[config.mk]
export PLATFORM = sky130hd
export DESIGN_NAME = int_exception_sequencer
export DESIGN_NICKNAME = d
export VERILOG_FILES = /design/src/rtl/int_ctrl_pkg.sv /design/src/rtl/int_exception_sequencer.sv
export SDC_FILE = /design/constraint.sdc
export NUM_CORES = 1
export LEC_CHECK = 0
export ABC_AREA = 1
export BUFFER_PORTS_ARGS = -buffer_cell sky130_fd_sc_hd__buf_2
export CORE_ASPECT_RATIO = 0.75
export CORE_MARGIN = 4
export CORE_UTILIZATION = 43
export DETAILED_ROUTE_END_ITERATION = 10
export MAX_ROUTING_LAYER = met4
export PLACE_DENSITY = 0.83
export SKIP_CTS_REPAIR_TIMING = 1
export SYNTH_ARGS = -nofsm -noshare
export SYNTH_HDL_FRONTEND = slang
export SYNTH_SLANG_ARGS = --single-unit
[constraint.sdc]
create_clock -name clk -period 1.3 [get_ports clk]
set_input_delay 0.26 -clock clk [delete_from_list [all_inputs] [get_ports clk]]
set_output_delay 0.26 -clock clk [all_outputs]
set_load 0.01 [all_outputs]
[src/rtl/int_ctrl_pkg.sv]
// Shared definitions for the interrupt controller: sequencer states,
// bus transfer codes, NMI constants and interrupt-mode decode.
package int_ctrl_pkg;

    typedef enum logic [2:0] {
        ST_IDLE     = 3'd0,
        ST_SYNC     = 3'd1,
        ST_LATCH    = 3'd2,
        ST_PUSH_PC  = 3'd3,
        ST_PUSH_CCR = 3'd4,
        ST_PUSH_EXR = 3'd5,
        ST_VEC_RD   = 3'd6,
        ST_DONE     = 3'd7
    } seq_state_e;

    typedef enum logic [1:0] {
        OP_PUSH_PC  = 2'd0,
        OP_PUSH_CCR = 2'd1,
        OP_PUSH_EXR = 2'd2,
        OP_VEC_RD   = 2'd3
    } bus_op_e;

    typedef enum logic {
        MODE_0 = 1'b0,
        MODE_2 = 1'b1
    } int_mode_e;

    localparam logic [7:0] NMI_VECTOR = 8'h07;
    localparam logic [2:0] NMI_LEVEL  = 3'd7;

    // Mode 2 only for INTM1=1/INTM0=0; every other encoding behaves as mode 0.
    function automatic int_mode_e decode_mode(input logic intm1, input logic intm0);
        return (intm1 && !intm0) ? MODE_2 : MODE_0;
    endfunction

endpackage

[src/rtl/int_exception_sequencer.sv]
// Exception entry sequencer: waits for an instruction boundary, latches the
// winning request, stacks PC/CCR(/EXR) over the bus, reads the vector and
// finally updates the CPU mask state.
module int_exception_sequencer
    import int_ctrl_pkg::*;
(
    input  logic       clk,
    input  logic       rst_n,
    input  logic       interrupt_request,
    input  logic [7:0] vector_number,
    input  logic [2:0] max_priority,
    input  logic       NMI_req,
    input  logic       INTM0,
    input  logic       INTM1,
    input  logic       inst_end,
    input  logic       bus_ack,
    output logic       bus_req,
    output logic [1:0] bus_op,
    output logic [9:0] vector_addr,
    output logic [7:0] acc_vector,
    output logic       exr_load,
    output logic [2:0] exr_new,
    output logic       i_bit_set,
    output logic       int_busy,
    output logic       seq_done
);

    seq_state_e state_q, state_d;
    logic [7:0] vector_q, vector_d;
    logic [2:0] level_q, level_d;
    int_mode_e  mode_q, mode_d;

    logic any_req;
    assign any_req = interrupt_request | NMI_req;

    // State and latched request context, cleared asynchronously.
    always_ff @(posedge clk or negedge rst_n) begin
        if (!rst_n) begin
            state_q  <= ST_IDLE;
            vector_q <= '0;
            level_q  <= '0;
            mode_q   <= MODE_0;
        end else begin
            state_q  <= state_d;
            vector_q <= vector_d;
            level_q  <= level_d;
            mode_q   <= mode_d;
        end
    end

    // Next-state and context capture; requests are only sampled in LATCH.
    always_comb begin
        state_d  = state_q;
        vector_d = vector_q;
        level_d  = level_q;
        mode_d   = mode_q;
        unique case (state_q)
            ST_IDLE: begin
                if (any_req) state_d = ST_SYNC;
            end
            ST_SYNC: begin
                // A request withdrawn before the boundary abandons the sequence.
                if (!any_req)      state_d = ST_IDLE;
                else if (inst_end) state_d = ST_LATCH;
            end
            ST_LATCH: begin
                vector_d = NMI_req ? NMI_VECTOR : vector_number;
                level_d  = NMI_req ? NMI_LEVEL  : max_priority;
                mode_d   = decode_mode(INTM1, INTM0);
                state_d  = ST_PUSH_PC;
            end
            ST_PUSH_PC: begin
                if (bus_ack) state_d = ST_PUSH_CCR;
            end
            ST_PUSH_CCR: begin
                if (bus_ack) state_d = (mode_q == MODE_2) ? ST_PUSH_EXR : ST_VEC_RD;
            end
            ST_PUSH_EXR: begin
                if (bus_ack) state_d = ST_VEC_RD;
            end
            ST_VEC_RD: begin
                if (bus_ack) state_d = ST_DONE;
            end
            ST_DONE: begin
                state_d = ST_IDLE;
            end
            default: state_d = ST_IDLE;
        endcase
    end

    // Moore outputs decoded from the current state.
    always_comb begin
        bus_req   = 1'b0;
        bus_op    = OP_PUSH_PC;
        exr_load  = 1'b0;
        exr_new   = '0;
        i_bit_set = 1'b0;
        int_busy  = 1'b0;
        seq_done  = 1'b0;
        unique case (state_q)
            ST_IDLE, ST_SYNC: begin
            end
            ST_LATCH: begin
                int_busy = 1'b1;
            end
            ST_PUSH_PC: begin
                int_busy = 1'b1;
                bus_req  = 1'b1;
                bus_op   = OP_PUSH_PC;
            end
            ST_PUSH_CCR: begin
                int_busy = 1'b1;
                bus_req  = 1'b1;
                bus_op   = OP_PUSH_CCR;
            end
            ST_PUSH_EXR: begin
                int_busy = 1'b1;
                bus_req  = 1'b1;
                bus_op   = OP_PUSH_EXR;
            end
            ST_VEC_RD: begin
                int_busy = 1'b1;
                bus_req  = 1'b1;
                bus_op   = OP_VEC_RD;
            end
            ST_DONE: begin
                int_busy  = 1'b1;
                seq_done  = 1'b1;
                i_bit_set = 1'b1;
                if (mode_q == MODE_2) begin
                    exr_load = 1'b1;
                    exr_new  = level_q;
                end
            end
            default: begin
            end
        endcase
    end

    assign acc_vector  = vector_q;
    assign vector_addr = {vector_q, 2'b00};

endmodule

==> results of run 1 <==
[registers in the layout, indices dropped and copies added (netlist names)]
register    cells
mode_q          1
level_q         3
state_q         3
acc_vector      8
[routing by layer]
layer	wire, um	GRT usage [%]	up-vias
li1	-	-	453
met1	1040	21.7	419
met2	1070	25.4	59
met3	320	6.32	2
met4	8	3.54	0
met5	0	-	-
[cells in the final DEF (no fill, tap or decap), types with 2 or more instances in the layout]
cell,count
nand2_1,18
nor2_4,3
conb_1,2
o21ai_0,7
nor2_1,6
buf_4,11
inv_1,10
nand2_2,6
nor2_2,4
buf_6,7
dfrtp_1,12
inv_2,4
nand3_1,8
dfrtp_2,3
buf_2,40
clkbuf_4,3
o21ai_1,12
nand4_1,2
[logic make-up after synthesis]
logic type             count (synthesis)  synth area share [%]
AO/OA/AOI/OAI                         19                  11.0
buffers and inverters                 28                  17.7
flip-flops                            15                  43.2
other                                  1                 0.432
AND/OR/NAND/NOR                       51                  27.7
[worst paths after layout]
| path | from | end | slack (ps) | cells after the start |
|---|---|---|---|---|
| max | state_q[1]$_DFFE_PN0P_ | bus_op[1] | -200 | 4 |
| min | vector_number[0] | acc_vector[0]$_DFFE_PN0P_ | 170 | 3 |
| max reg2reg | state_q[1]$_DFFE_PN0P_ | state_q[1]$_DFFE_PN0P_ | -40 | 9 |
| min reg2reg | acc_vector[1]$_DFFE_PN0P_ | acc_vector[1]$_DFFE_PN0P_ | 520 | 2 |
| max in group asynchronous | rst_n | state_q[1]$_DFFE_PN0P_ | 610 | 2 |
| min in group asynchronous | rst_n | level_q[2]$_DFFE_PN0P_ | 410 | 2 |
[final cells by class]
cell class,instances,share of cell area (%)
well taps,22,2.20
inverters,15,4.70
clock buffers,3,1.80
repair buffers,59,29.7
clock inverters,1,0.400
flip-flops and latches,15,30.3
multi-input cells,72,31.0
[worst max-delay path, stage by stage, from the launching register on]
cell and delay (ps):
dfrtp_2 470, buf_4 160, nor2_2 130, nor2_1 60, buf_2 130
[power by group]
| group | leakage (nW) | internal [mW] | switching, mW |
|---|---|---|---|
| Clock | 0.0177 | 0.114 | 0.161 |
| Combinational | 0.510 | 0.809 | 1.03 |
| Sequential | 0.183 | 0.693 | 0.190 |
==> results.md, run 1 <==
- The run finished, with violations left.
- The final reports fail on negative setup slack.
- The area growth from synthesis to layout is 44.2%.
- The sequential-to-total area share from yosys stat is approximately 43%.
- The post-synthesis average cell area is roughly 7.6 um^2.
- The floorplan step defined a die boundary enclosing between 2000 and 3000 um^2.
- The total negative setup slack is -1560 ps.
- Among all flip-flop cells after synthesis, the most frequent one is dfrtp_1.
- In this run, synthesis produced a sequential element count of 15.
- Of the cells placed in the final design, the portion with a size suffix greater than 1 is between 50% and 60%.
- The number of rows created at floorplan is 13.
- The final critical delay including setup and external delays is 1500 ps.
- The total overflow left after global routing is 0.
- The critical path is of the reg2out type.
- Synthesis produced a netlist whose cell count is between 100 and 150.
- The number of DRC markers after the initial detailed-route iteration is 37.
- The area of the core is 1820 um^2.
- The via count is roughly 930.
- After detailed routing, the average wire length per cell comes to between 10 and 15 um.
- The number of fillers in the final layout is 138.
- The top cell type by total area after synthesis is dfrtp_1.
- Static timing analysis puts the maximum clock frequency at 666 MHz.
- The number of DRC violations after detailed routing is 0.
- The final weighted congestion in routability-driven placement is about 0.9.
- The number of sinks handled by clock tree synthesis is 15.
- The critical path data arrival time is roughly 1200 ps.
- The clock tree from TritonCTS is done.
- STA classifies the critical path endpoint as a primary output.
- The total I/O pin count is 47.
- The required arrival time at the worst endpoint is around 1000 ps.
- For this run, the post-layout net count is ~190.
- The number of global-route vias before repair is 773.
- The number of antenna violations at the first check in global routing came to 0.
- Global routing consumed, over all layers together, approximately 17% of the routing resources.
- The final hold violation count is 0.
- The first-pass iteration count of the detailed router is 4.
- The total power divided by cell area is 2390 nW/um^2.
- Including well taps, the total number of placed cells is 174.
- The post-detailed-routing wire length is 2450 um.
- Entering global routing, the biggest net connects 17 pins.
- The synthesized netlist contains 19 unique library cells.
- Max-cap violations in this run came to 0.
- In this run the vertical extent of the chip is 46.9 um.
- Setup violations remaining at the end of the flow were counted as 13.
- The worst slack after detailed placement is approximately 40 ps.
- Setup slack on the critical path of the routed design comes to -202 ps.
- After routing the design area is 1250 um^2.
- The horizontal die dimension is 59.9 um.
- In this run the number of H-tree levels came out at 1.
- Summed over its instances, the top area cell type makes up a little over two fifths of the synthesized netlist area.
- The vias per cell is roughly 5.0.
- The initial core utilization is a little under half.
- The number of buffers on the longest clock path is 2.
- The cell with the most instances after synthesis is nand2_1.
- The total placed instance area is 1070 um^2.
- The wire-length estimate of the detail-placed layout is ~1700 um.
- The post-synthesis async set-or-reset flop share is between 90% and 100%.
- The worst hold margin is between 150 and 200 ps.
- The number of flops mapped to enable cells by yosys is 0.
- The global-route wire length before repair is ~3400 um.
- The fraction of the cycle the final worst path needs is 116%.
- IR analysis of the VDD net gives a maximum drop of 1.35 mV.
- The count of buffers added on input and output ports is 44.
- The type of element launching the critical path is a flop.
- The count of nets left with antenna violations once routing finished came out at 0.
- Ranked by instance count, the synthesized netlist is headed by 22 x nand2_1, 15 x dfrtp_1, 12 x o21ai_0.
- The final count of pins violating max slew is 0.
- The total power is approximately 3 mW.
- The post-layout instance count excluding filler cells is approximately 190.
- The cell sitting at the root of the clock tree is a clkbuf_4.
- Counting the buffers created by CTS gives 3.
- Along the worst path, the maximum fanout reaches 5.
- Clock skew on the completed layout was measured at ~0.68 ps.
- The static leakage is 0.710 nW.
- The post-CTS clock slew at the launch and capture registers of the worst setup and hold paths is ~100 ps.
- Setup repair after global routing could not meet its margin everywhere.
- Sorting the synthesized cells by area gives the leading types as dfrtp_1 43%, buf_4 9.5%, nand2_1 9.5%, o21ai_0 6.9%, nand3_1 5.2%.
- The cell area after synthesis is about 870 um^2.
- For this run, the number of Yosys warnings is 0.
- The count of antenna diodes in the layout is 0.
- Summing all flip-flop and latch instances after layout gives between 300 and 400 um^2.
- The multi-input gate area in the final layout is 388 um^2.
- Clock latency on the worst-skew pair, taken at its later pin, is 280 ps.
- The final design utilization is ~70%.
- The path class of the lowest-slack min-delay path is in2reg.
No activity file was read; power rests on OpenSTA's default activity.
==> inputs of run 2 (changes only) <==
==> constraint.sdc (replaced) <==
create_clock -name clk -period 1.3 [get_ports clk]
set_input_delay 0.065 -clock clk [delete_from_list [all_inputs] [get_ports clk]]
set_output_delay 0.065 -clock clk [all_outputs]
set_load 0.01 [all_outputs]
==> results.md, run 2 (synthesized netlist as in run 1, its figures left out) <==
- Result of the run: complete, but fails checks (unchanged).
- The final-stage net count came to 181 (was 185).
- The share of post-route cells with drive strength above 1 is 46.0% (was 52.1%).
- RSZ-0062 raised after global routing: yes (unchanged).
- The final weighted congestion in routability-driven placement is 0.879 (was 0.880).
- CP cell instances: nand3_4, nor2_4, inv_2, nor2_1, buf_2 (was buf_4, nor2_2, nor2_1, buf_2).
- The vias per cell is 4.75 (was 4.99).
- The max-cap check violation count is 0 (unchanged).
- The cell chosen for the clock root is clkbuf_4 (unchanged).
- The fraction of power consumed by sequential logic is 32.6% (was 29.5%).
- The total power divided by cell area is 2280 nW/um^2 (was 2390 nW/um^2).
- The total I/O pin count is 47 (unchanged).
- The die outline area came to 2810 um^2 (unchanged).
- The setup violation total in the final timing report was 4 (was 13).
- The switching share of total power was 46.0% (about the same).
- The number of buffers inserted during clock tree synthesis came to 3 (unchanged).
- The fraction of the cycle the final worst path needs is 102% (was 116%).
- The number of rows created at floorplan came to 13 (unchanged).
- The type of element launching the critical path is a flop (unchanged).
- The number of buffers on the longest clock path is 2 (unchanged).
- The global-route wire length before repair is 3150 um (was 3370 um).
- The post-CTS clock slew at the launch and capture registers of the worst setup and hold paths is 90 ps (was 100 ps).
- Violated checks: negative hold slack, negative setup slack (was negative setup slack).
- The proportion of power drawn by combinational gates came to 57.4% (was 61.3%).
- The kind of cell with the highest combined delay on the critical path is flip-flops (unchanged).
- The number of sinks handled by clock tree synthesis came to 15 (unchanged).
- The horizontal die dimension is 59.9 um (unchanged).
- The worst path buffer plus inverter count is 2 (unchanged).
- The worst slack after detailed placement came to 89.7 ps (was 39.9 ps).
- The maximum single-stage delay on the critical path is 480 ps (was 470 ps).
- The hold path depth was 3 (unchanged).
- The final critical delay including setup and external delays came to 1320 ps (was 1500 ps).
- The maximum net fanout on the critical path was 6 (was 5).
- The total congestion overflow is 0 (unchanged).
- The share of total power in the clock network is 9.9% (was 9.2%).
- The register-to-register setup slack is 10 ps (was -40 ps).
- The worst hold margin is -7.11 ps (was 169 ps).
- The count of antenna diodes in the layout was 0 (unchanged).
- The post-layout instance count excluding filler cells is 183 (was 187).
- The setup slack of the critical path after layout is -22.1 ps (was -202 ps).
- The terminus of the critical flop-to-flop path is state_q[1]$_DFFE_PN0P_ (unchanged).
- The cell-internal power came to 1.48 mW (was 1.62 mW).
- The maximum level of the CTS H-tree was 1 (unchanged).
- The half-perimeter wire length after placement was 1660 um (was 1690 um).
- The most common cell after layout, fill and taps aside is buf_2 (unchanged).
- The required arrival time at the worst endpoint is 1240 ps (was 1040 ps).
- The achievable frequency is 756 MHz (was 666 MHz).
- The standard cell with the maximum stage delay on the critical path is dfrtp_2 (unchanged).
- The routed wirelength normalized by instance count is 12.4 um (was 13.1 um).
- The number of buffer cells added on primary ports came to 44 (unchanged).
- The total placed instance area is 1040 um^2 (was 1070 um^2).
- The number of flip-flops in the largest register is 8 (unchanged).
- The kind of end point of the critical path is a primary output (unchanged).
- The launch instance of the worst register-to-register path is state_q[1]$_DFFE_PN0P_ (unchanged).
- The final antenna-violating net count came to 0 (unchanged).
- The finished layout cell area came to 1200 um^2 (was 1250 um^2).
- The static leakage came to 0.691 nW (was 0.710 nW).
- The insertion delay of the later-clocked pin in the worst-skew pair is 290 ps (was 280 ps).
- The number of DRC markers after the initial detailed-route iteration is 59 (was 37).
- The critical path data arrival time is 1260 ps (was 1240 ps).
- The final count of pins violating max slew was 0 (unchanged).
- The post-detailed-routing wire length is 2260 um (was 2450 um).
- The number of antenna violations at the first check in global routing came to 0 (unchanged).
- The area growth from synthesis to layout was 38.5% (was 44.2%).
- The path class of the lowest-slack min-delay path is in2reg (unchanged).
- The final hold violation count is 3 (was 0).
- The number of DRC violations after detailed routing is 0 (unchanged).
- The maximum vdd drop is 1.36 mV (was 1.35 mV).
- The initial core utilization came to 47.7% (unchanged).
- The worst-case hold path end point is level_q[1]$_DFFE_PN0P_ (was acc_vector[0]$_DFFE_PN0P_).
- The global-route usage over all layers was 16.2% (was 16.9%).
- Commonest non-fill, non-tap cells in the layout: 44 x buf_2, 20 x nand2_1, 12 x o21ai_0, 12 x dfrtp_1, 11 x inv_1 (was 40 x buf_2, 18 x nand2_1, 12 x o21ai_1, 12 x dfrtp_1, 11 x buf_4).
- The via count was 870 (was 933).
- The origin of the worst min-delay path is max_priority[1] (was vector_number[0]).
- The switching power of the nets came to 1.26 mW (was 1.38 mW).
- The area of the core is 1820 um^2 (unchanged).
- The maximum number of pins on one net before global-route repair is 17 (unchanged).
- The first-pass iteration count of the detailed router is 6 (was 4).
- The clock tree from TritonCTS is done (unchanged).
- The cell count after placement was 171 (was 174).
- The number of global-route vias before repair was 705 (was 773).
- The clock tree skew after final layout was 5.19 ps (was 0.676 ps).
- The y dimension of the die is 46.9 um (unchanged).
- The path depth of the worst reg2reg path was 9 (unchanged).
- The classification of the worst setup path was reg2out (unchanged).
==> run 2: cell count changes in the layout (fill, tap and decap cells not counted) <==
cell and change:
inv_1 +1, buf_4 -6, nand2_2 -3, buf_6 -6
nand2_4 +1, nor2_1 +2, buf_12 +1, buf_2 +4
nor2_2 -2, o21ai_1 -5, nand2_1 +2, inv_4 -1
o21ai_0 +5, dlygate4sd3_1 +3
==> run 2: cell type report <==
type	count	area [um^2]
clock buffers	3	22.5
clock inverters	1	5.00
fillers	152	619
inverters	15	56.3
multi-input cells	72	383
flip-flops and latches	15	379
well taps	22	27.5
repair buffers	55	329
==> run 2: power groups by stage <==
stage	sequential, mW	combinational (mW)	clock (mW)
after floorplan	0.888	0.944	0
after global placement	0.837	1.32	0
after detailed placement	0.855	1.35	0
after CTS	0.843	1.35	0.281
after global routing	0.926	1.75	0.295
final	0.896	1.58	0.273
==> run 2: worst min-delay path, cell delays in order <==
cell,delay (ps)
buf_2,80
o21ai_1,40
o21ai_0,70
==> run 2: worst max path at each step <==
| stage | start | slack (ps) | cells past startpoint | endpoint |
|---|---|---|---|---|
| finish | state_q[0]$_DFFE_PN0P_ | -20 | 5 | exr_new[0] |
| global route | state_q[1]$_DFFE_PN0P_ | -90 | 5 | exr_new[2] |
| CTS | state_q[1]$_DFFE_PN0P_ | -170 | 5 | exr_new[2] |
| detailed placement | state_q[0]$_DFFE_PN0P_ | 90 | 5 | level_q[2]$_DFFE_PN0P_ |
| global placement | state_q[0]$_DFFE_PN0P_ | 120 | 5 | level_q[2]$_DFFE_PN0P_ |
| floorplan | state_q[2]$_DFFE_PN0P_ | 150 | 8 | state_q[1]$_DFFE_PN0P_ |
==> run 2: routing by layer <==
metal  share of wire (%)  GRT usage, %  wire (um)  up-vias
met5                   0             -          0        -
met4                 1.5          7.96         34        0
met3                 9.1          5.22        206        4
met2                  43          23.1        971       41
met1                  47          20.8       1050      381
li1                    -             -          -      444
==> run 2: stage by stage <==
stage | hold slack [ps] | total power, mW | setup TNS, ps | utilization [%]
2_1_floorplan | -231 | 1.83 | 0 | -
3_3_place_gp | -16.5 | 2.16 | 0 | 57.3
3_5_place_dp | -13.0 | 2.20 | 0 | 57.3
4_1_cts | -341 | 2.48 | -611 | 58.9
5_1_grt | 9.14 | 2.97 | -445 | 66.0
6_report | -7.11 | 2.75 | -57.2 | 66.0
==> inputs of run 3 (changes only) <==
- CORE_ASPECT_RATIO: 0.75 -> default
- GPL_TIMING_DRIVEN: default -> 0
- clock period: 1.3 -> 1.5 ns (I/O delays scaled with it)
==> results.md, run 3 (synthesized netlist as in run 1, its figures left out) <==
- Result of the run: completed (was complete, but fails checks).
- The final-stage net count came to 187 (was 181).
- The number of global-route vias before repair is 833 (was 705).
- The path class of the lowest-slack min-delay path is in2reg (unchanged).
- The routed wirelength normalized by instance count was 11.6 um (was 12.4 um).
- The final antenna-violating net count came to 0 (unchanged).
- The number of rows created at floorplan is 15 (was 13).
- The most common cell after layout, fill and taps aside is buf_2 (unchanged).
- The number of sinks handled by clock tree synthesis is 15 (unchanged).
- The via count came to 923 (was 870).
- The insertion delay of the later-clocked pin in the worst-skew pair is 280 ps (was 290 ps).
- The final count of pins violating max slew is 0 (unchanged).
- The finished layout cell area is 1190 um^2 (was 1200 um^2).
- The number of buffer cells added on primary ports is 44 (unchanged).
- The maximum vdd drop was 1.19 mV (was 1.36 mV).
- The horizontal die dimension is 52.9 um (was 59.9 um).
- The die outline area is 2800 um^2 (was 2810 um^2).
- The fraction of the cycle the final worst path needs is 92.7%.
- The final hold violation count came to 0 (was 3).
- The number of flip-flops in the largest register is 8 (unchanged).
- The post-CTS clock slew at the launch and capture registers of the worst setup and hold paths was 90 ps (about the same).
- The clock period could shrink to between 1000 and 1500 ps.
- The final weighted congestion in routability-driven placement is 0.781 (was 0.879).
- The maximum net fanout on the critical path is 7 (was 6).
- The half-perimeter wire length after placement is 1660 um (about the same).
- The cell chosen for the clock root is clkbuf_4 (unchanged).
- The total congestion overflow is 0 (unchanged).
- Commonest non-fill, non-tap cells in the layout: 45 x buf_2, 22 x nand2_1, 12 x o21ai_0, 12 x buf_4, 12 x dfrtp_1 (was 44 x buf_2, 20 x nand2_1, 12 x o21ai_0, 12 x dfrtp_1, 11 x inv_1).
- The static leakage is 0.712 nW (was 0.691 nW).
- Timing would allow up to a little over 700 MHz.
- The number of DRC violations after detailed routing is 0 (unchanged).
- The maximum level of the CTS H-tree is 1 (unchanged).
- The global-route usage over all layers is 17.5% (was 16.2%).
- The total I/O pin count came to 47 (unchanged).
- The y dimension of the die came to 52.9 um (was 46.9 um).
- The total power divided by cell area is 1920 nW/um^2 (was 2280 nW/um^2).
- The clock tree from TritonCTS is done (unchanged).
- The number of buffers inserted during clock tree synthesis is 3 (unchanged).
- The type of element launching the critical path is a flop (unchanged).
- The area growth from synthesis to layout is 37.3% (was 38.5%).
- The number of DRC markers after the initial detailed-route iteration is 16 (was 59).
- RSZ-0062 raised after global routing: no (was yes).
- The critical path data arrival time is 1310 ps (was 1260 ps).
- The classification of the worst setup path was reg2out (unchanged).
- The first-pass iteration count of the detailed router is 4 (was 6).
- The initial core utilization is 47.7% (about the same).
- The share of post-route cells with drive strength above 1 is 44.3% (was 46.0%).
- The setup violation total in the final timing report was 0 (was 4).
- The count of antenna diodes in the layout is 0 (unchanged).
- The worst slack after detailed placement came to 245 ps (was 89.7 ps).
- The post-detailed-routing wire length is 2220 um (was 2260 um).
- The max-cap check violation count is 0 (unchanged).
- The maximum number of pins on one net before global-route repair was 16 (was 17).
- The setup slack of the critical path after layout was 110 ps (was -22.1 ps).
- The area of the core is 1820 um^2 (about the same).
- The kind of end point of the critical path is a primary output (unchanged).
- The number of fillers in the final layout is 168 (was 152).
- The total placed instance area is 1120 um^2 (was 1040 um^2).
- The global-route wire length before repair came to 3500 um (was 3150 um).
- The number of antenna violations at the first check in global routing is 0 (unchanged).
- The vias per cell came to 4.81 (was 4.75).
- The clock tree skew after final layout is 1.05 ps (was 5.19 ps).
- The worst hold margin is 13.9 ps (was -7.11 ps).
- The required arrival time at the worst endpoint is 1420 ps (was 1240 ps).
- The number of buffers on the longest clock path is 2 (unchanged).
[run 3: metrics by stage]
stage	utilization [%]	power (mW)	cells	TNS [ps]
after CTS	63.2	2.26	188	-172
after global placement	61.7	1.96	184	0
after detailed placement	61.7	2.03	184	0
final	65.5	2.28	192	0
after floorplan	-	1.59	115	0
after global routing	65.5	2.51	192	0
[run 3: final cells by class]
| cell class | instances | area [um^2] | share of cell area (%) |
|---|---|---|---|
| sequential | 15 | 379 | 31.8 |
| multi-input combinational | 72 | 343 | 28.8 |
| timing repair buffer | 48 | 258 | 21.6 |
| buffer | 13 | 98.8 | 8.29 |
| inverter | 15 | 56.3 | 4.72 |
| tap | 25 | 31.3 | 2.62 |
| clock buffer | 4 | 26.3 | 2.20 |
[run 3: path summary, 6_finish.rpt]
| kind | startpoint | to | slack [ps] | cells past startpoint |
|---|---|---|---|---|
| max in group asynchronous | rst_n | state_q[2]$_DFFE_PN0P_ | 1010 | 2 |
| hold / removal | vector_number[1] | acc_vector[1]$_DFFE_PN0P_ | 10 | 3 |
| hold reg to reg | level_q[2]$_DFFE_PN0P_ | level_q[2]$_DFFE_PN0P_ | 530 | 2 |
| min in group asynchronous | rst_n | level_q[2]$_DFFE_PN0P_ | 220 | 2 |
| setup / recovery | state_q[0]$_DFFE_PN0P_ | exr_new[0] | 110 | 5 |
| setup reg to reg | state_q[1]$_DFFE_PN0P_ | acc_vector[1]$_DFFE_PN0P_ | 300 | 6 |
[run 3: critical path: stages, from the launching register on]
cell and delay [ps]:
dfrtp_2 440, nand3_1 170, nor2_2 150, inv_2 60, nor2_1 80, buf_2 130
[run 3: power by group]
part / internal [mW] / switching [mW] / total (mW) / leakage, nW
clock network: 0.103 / 0.129 / 0.233 / 0.0150
logic: 0.566 / 0.739 / 1.31 / 0.514
registers: 0.600 / 0.145 / 0.746 / 0.183
[run 3: layer usage]
metal	part of all wire, %	global-route usage [%]	vias up
met1	40	20.4	432
met3	6.4	1.69	4
met5	0	-	-
met4	1.8	10.2	0
met2	51	29.3	32
li1	-	-	455
